$ cat src/rtl/booth_div.sv
`default_nettype none
// ============================================================================
// Module     : booth_div
// Description: Sequential signed restoring divider, one quotient bit per clock.
//              Produces truncated {remainder, quotient} with a divide-by-zero flag.
// Revision   : 1.0 - initial release
// ============================================================================
module booth_div #(
  parameter int WIDTH = 16
) (
  input  logic               clk,
  input  logic               rst,
  input  logic [WIDTH-1:0]   A,
  input  logic [WIDTH-1:0]   B,
  input  logic               parser_done,
  output logic [2*WIDTH-1:0] result,
  output logic               alu_done,
  output logic               div_by_zero
);

  localparam int CW = $clog2(WIDTH) + 1;
  localparam logic [CW-1:0] LAST_STEP = CW'(WIDTH - 1);

  typedef enum logic [1:0] {
    IDLE = 2'd0,
    ITER = 2'd1,
    FIX  = 2'd2,
    DONE = 2'd3
  } state_t;

  state_t             r_state;
  state_t             w_next;
  logic [CW-1:0]      r_cnt;
  logic [WIDTH-1:0]   r_q;
  logic [WIDTH-1:0]   r_b;
  logic [WIDTH:0]     r_r;
  logic               r_sa;
  logic               r_sb;
  logic [2*WIDTH-1:0] r_result;
  logic               r_dbz;

  logic               w_b_zero;
  logic [WIDTH-1:0]   w_abs_a;
  logic [WIDTH-1:0]   w_abs_b;
  logic [WIDTH+1:0]   w_shift;
  logic [WIDTH+1:0]   w_trial;
  logic [WIDTH-1:0]   w_quot;
  logic [WIDTH-1:0]   w_rem;

  // Magnitudes are unsigned, so the most negative operand maps to 2^(WIDTH-1).
  assign w_b_zero = (B == '0);
  assign w_abs_a  = A[WIDTH-1] ? -A : A;
  assign w_abs_b  = B[WIDTH-1] ? -B : B;
  assign w_shift  = {r_r, r_q[WIDTH-1]};
  assign w_trial  = w_shift - {2'b00, r_b};
  assign w_quot   = (r_sa ^ r_sb) ? -r_q : r_q;
  assign w_rem    = r_sa ? -r_r[WIDTH-1:0] : r_r[WIDTH-1:0];

  always_ff @(posedge clk) begin
    if (rst) r_state <= IDLE;
    else     r_state <= w_next;
  end

  always_comb begin
    w_next = r_state;
    if (parser_done) begin
      w_next = w_b_zero ? DONE : ITER;
    end else begin
      case (r_state)
        ITER:    if (r_cnt == LAST_STEP) w_next = FIX;
        FIX:     w_next = DONE;
        default: w_next = r_state;
      endcase
    end
  end

  always_ff @(posedge clk) begin
    if (rst) begin
      r_cnt    <= '0;
      r_q      <= '0;
      r_b      <= '0;
      r_r      <= '0;
      r_sa     <= 1'b0;
      r_sb     <= 1'b0;
      r_result <= '0;
      r_dbz    <= 1'b0;
    end else if (parser_done) begin
      r_q   <= w_abs_a;
      r_b   <= w_abs_b;
      r_sa  <= A[WIDTH-1];
      r_sb  <= B[WIDTH-1];
      r_r   <= '0;
      r_cnt <= '0;
      if (w_b_zero) begin
        r_result <= {A, {WIDTH{1'b1}}};
        r_dbz    <= 1'b1;
      end else begin
        r_dbz <= 1'b0;
      end
    end else begin
      case (r_state)
        ITER: begin
          r_cnt <= r_cnt + CW'(1);
          // A set sign bit means the trial subtraction went negative: restore.
          r_q   <= {r_q[WIDTH-2:0], ~w_trial[WIDTH+1]};
          r_r   <= w_trial[WIDTH+1] ? w_shift[WIDTH:0] : w_trial[WIDTH:0];
        end
        FIX:     r_result <= {w_rem, w_quot};
        default: r_result <= r_result;
      endcase
    end
  end

  assign result      = r_result;
  assign alu_done    = (r_state == DONE);
  assign div_by_zero = r_dbz;

endmodule
`default_nettype wire

$ cat config.mk
export PLATFORM = sky130hd
export DESIGN_NAME = booth_div
export DESIGN_NICKNAME = d
export VERILOG_FILES = /design/src/rtl/booth_div.sv
export SDC_FILE = /design/constraint.sdc
export NUM_CORES = 1
export LEC_CHECK = 0
export ABC_AREA = 1
export CAP_MARGIN = 25
export CORE_ASPECT_RATIO = 1.75
export CORE_MARGIN = 3
export CORE_UTILIZATION = 52
export DETAILED_ROUTE_END_ITERATION = 8
export HOLD_SLACK_MARGIN = 0.12
export PLACE_DENSITY_LB_ADDON = 0.12
export SLEW_MARGIN = 20
export SYNTH_ARGS = -nofsm -noshare
export SYNTH_HDL_FRONTEND = slang
export SYNTH_SLANG_ARGS = --single-unit
$ cat constraint.sdc
create_clock -name clk -period 1.83 [get_ports clk]
set_input_delay 0.366 -clock clk [delete_from_list [all_inputs] [get_ports clk]]
set_output_delay 0.366 -clock clk [all_outputs]
set_load 0.02 [all_outputs]
==> results.yml <==
outcome:
  outcome: "finished with violations"
  failed_checks: "setup timing"
final_layout:
  synthToLayoutAreaGrowth_pct: 53.75
  diodes: 0
  final_nets: 1276
  drive_above_1_share_pct: 35.35
  fin_area_mm2: 0.009746
die:
  fp.dieArea_mm2: 0.01360
  rows: 52
  die_h_um: 152.1
  die_w_um: 89.46
  ios: 69
  core_region_area_mm2: 0.01171
  start_util_pct: 54.12
detailed_routing:
  drtPass1Iterations: 5
  wl_um: 25000
  wire_per_inst_um: 18.42
  viasPerCell: 5.797
  drc_errors: 0
  ant_nets: 0
  vias: 7866
  drt_iter0_markers: 502
power:
  power.density_mw_per_mm2: 673.7
  p_leak_nw: 4.552
  p_int_w: 0.004245
  pwr-share-clk_pct: 27.9
  p_sw_w: 0.002321
  combinationalPowerShare_pct: 39.2
  vdd_ir_drop_max_uv: 507.3
  swShare_pct: 35.35
  power_frac_seq_pct: 32.9
synthesis:
  synth_top_family_by_area: "simple AND/OR/NAND/NOR gates"
  synthAdderAreaFrac_pct: 4.659
  ys_ff_latch: 91
  synth_flop_cell: "dfxtp_1"
  synth_area_leaders: "dfxtp_1 29%, nand2_1 13%, inv_1 8.3%, nand3_1 5.9%, o21ai_0 5.2%"
  syn_avg_cell_area_um2: 6.501
  ys_async_sr_fraction_pct: 0
  synth_edf_count: 0
  synth_xor_area_share_pct: 2.764
  syn_area_mm2: 0.006339
  ys_types: 48
  synthCells: 975
  muxShareOfSynthArea_pct: 0
  synth_top_area_cell: "dfxtp_1"
  synth_fp_nets: 1033
  synth-compound-area-share_pct: 19.38
  yosysWarnings: 0
  seq_area_frac_synth_pct: 28.74
  synth_top_area_share_pct: 28.74
  yosys.area_share.simple_pct: 32.47
worst_hold_path:
  whs_endpoint: "r_q[0]"
  min_path_type: "input pin to flop"
  min_path_cells: 3
  hold_start: "A[0]"
placement:
  dp_slack_ns: -0.4971
  portBuffers: 68
  gp_congestion: 0.9026
  hpwlAfterDp_um: 16660
  dpl-instance-area_mm2: 0.008354
timing:
  min_period_ns: 2.020
  final_hold_viol_count: 0
  worst_slew_pin_slew_ns: 0.4525
  finalMaxSlewViolations: 0
  fin_skew_ns: 0.004372
  rsz0062_at_grt: "true"
  worst_slack_ns: -0.1898
  hold_ws_ns: 0.3770
  max_freq_ghz: 0.4951
  finalCritPeriodShare_pct: 110.4
  relSlewSlack_pct: 69.52
  setup_viol: 18
flow_run:
  drv_cap: 0
grt:
  antenna_found_initial: 0
  grt_pass1_vias: 8029
  grt_max_degree: 36
  grt_pass1_wl_um: 37700
  grtUsageTotal_pct: 35.38
  grt.overflow.total: 0
critical_path:
  cp-start-kind: "flop"
  cp_data_required_time_ns: 2.11
  cp_slowest_cell: "fa_2"
  crit_family: "adder cells"
  cp_max_fo: 4
  slowest_delay_ns: 0.35
  worstSetupStartpoint: "r_q[15]"
  r2r-end: "r_r[6]"
  rr_startpoint: "r_q[15]"
  critPathKind: "flop to flop"
  path_buf_inv: 4
  rrSetupSlack_ns: -0.19
  path_depth: 14
  worst_ep_arrival_time_ns: 2.30
  worstRegToRegCells: 14
  cp_cell_sequence: "inv_2, ha_4, fa_2, inv_2, nand3_2, nand2_4, nand2_2, nand2_4, buf_6, xor2_2, inv_1, nand2_1, nand3_1, a21oi_1"
  cp-end-kind: "flop"
clock_network:
  cts-root-buf: "clkbuf_16"
  cts.clk_slew.worst_paths_ns: 0.06
  htreeDepth: 3
  clock_latency_ns: 0.34
  clock_sinks: 91
  numCtsBuffers: 9
  cts_tree: "yes"
  cts_hold_buf: 0
  clk_path_buf_depth: 2
-- cell families (layout without fill, tap and decap cells) --
| kind of cell | after synthesis | count (layout) |
|---|---|---|
| simple gates | 448 | 449 |
| compound gates | 208 | 208 |
| buf+inv | 185 | 431 |
| flops | 91 | 91 |
| fa+ha+maj | 23 | 23 |
| xor+xnor | 20 | 20 |
-- routing by layer --
| metal | vias up | share of wire (%) | GRT usage (%) |
|---|---|---|---|
| met5 | - | 0 | 0 |
| met4 | 0 | 8.2 | 27.11 |
| met3 | 136 | 4.9 | 6.287 |
| met2 | 353 | 53 | 63.98 |
| met1 | 3677 | 34 | 33.01 |
| li1 | 3700 | - | - |
-- worst reg2reg max path: cells and delay by family, from the launching register on --
kind	cells	cell delay (ns)
adder cells (fa/ha/maj)	2	0.52
AND/OR/NAND/NOR	6	0.50
XOR/XNOR	1	0.16
buffers and inverters	4	0.31
flip-flops	1	0.34
AO/OA/AOI/OAI	1	0.14
-- timing repair --
item,CTS,global route
resized for setup,137,89
cloned,3,0
hold endpoints to repair,0,0
endpoints found under the setup margin,49,64
pin swaps,52,42
buffers inserted,18,12
-- registers in the layout, indices dropped and copies added, names as in the netlist --
| name | count |
|---|---|
| r_r | 17 |
| r_state | 2 |
| r_cnt | 5 |
| r_b | 16 |
| r_sa | 1 |
| div_by_zero | 1 |
| result | 32 |
| r_sb | 1 |
| r_q | 16 |
-- layout by cell type, fill, tap and decap left out, drive strengths merged --
master	n
o221ai	2
o21a	3
nand2	230
a211oi	2
dfxtp	91
and2	3
a22oi	1
nand3	89
clkbuf	12
nor2	85
nor3	27
xnor2	2
clkdlybuf4s50	59
o32ai	7
ha	22
dlymetal6s2s	5
nand3b	1
a32o	3
a31oi	13
o31ai	2
dlygate4sd2	3
inv	147
o211ai	7
bufinv	1
clkdlybuf4s15	1
a21o	2
clkinv	6
or2	3
o21ai	70
xor2	18
a21oi	77
o22ai	19
buf	197
fa	1
nand4	11
-- metrics by stage --
step                TNS (ns)  util, %  std cells  total power [W]
floorplan                  0        -        975         0.003357
global placement      -21.57    71.34       1311         0.004143
detailed placement    -22.94    71.34       1311         0.004172
CTS                  -0.4751    80.31       1347         0.006276
global route          -3.766    83.22       1357         0.006872
finish                -1.749    83.22       1357         0.006566
-- Yosys cell counts (all sizes together) (17+ instances only) --
cell	count
buf	17
nand3	89
nor3	27
o21ai	70
nand2	229
xor2	18
ha	22
inv	147
clkbuf	17
o22ai	19
dfxtp	91
nor2	85
a21oi	77
-- area by class of cell --
class,instances,area [um^2]
clock buffer,12,236.5
clock inverter,3,40.04
fill,713,1966
inverter,151,575.6
multi-input combinational,700,4554
sequential,91,1839
tap,135,168.9
timing repair buffer,265,2331
-- power by group through the flow --
| stage | clock [W] | combinational, W | sequential, W |
|---|---|---|---|
| 3_5_place_dp | 0 | 0.00199 | 0.00218 |
| 6_report | 0.00183 | 0.00258 | 0.00216 |
| 3_3_place_gp | 0 | 0.00196 | 0.00218 |
| 5_1_grt | 0.00194 | 0.00277 | 0.00217 |
| 2_1_floorplan | 0 | 0.00115 | 0.00221 |
| 4_1_cts | 0.00182 | 0.00231 | 0.00215 |
-- how the worst max path moves through the flow --
stage	slack, ns	endpoint
floorplan	0.008	r_r[14]
global placement	-0.46	result[19]
detailed placement	-0.50	result[19]
CTS	-0.11	r_r[16]
global route	-0.28	r_r[6]
finish	-0.19	r_r[6]
(Power assumes the default switching activity.)
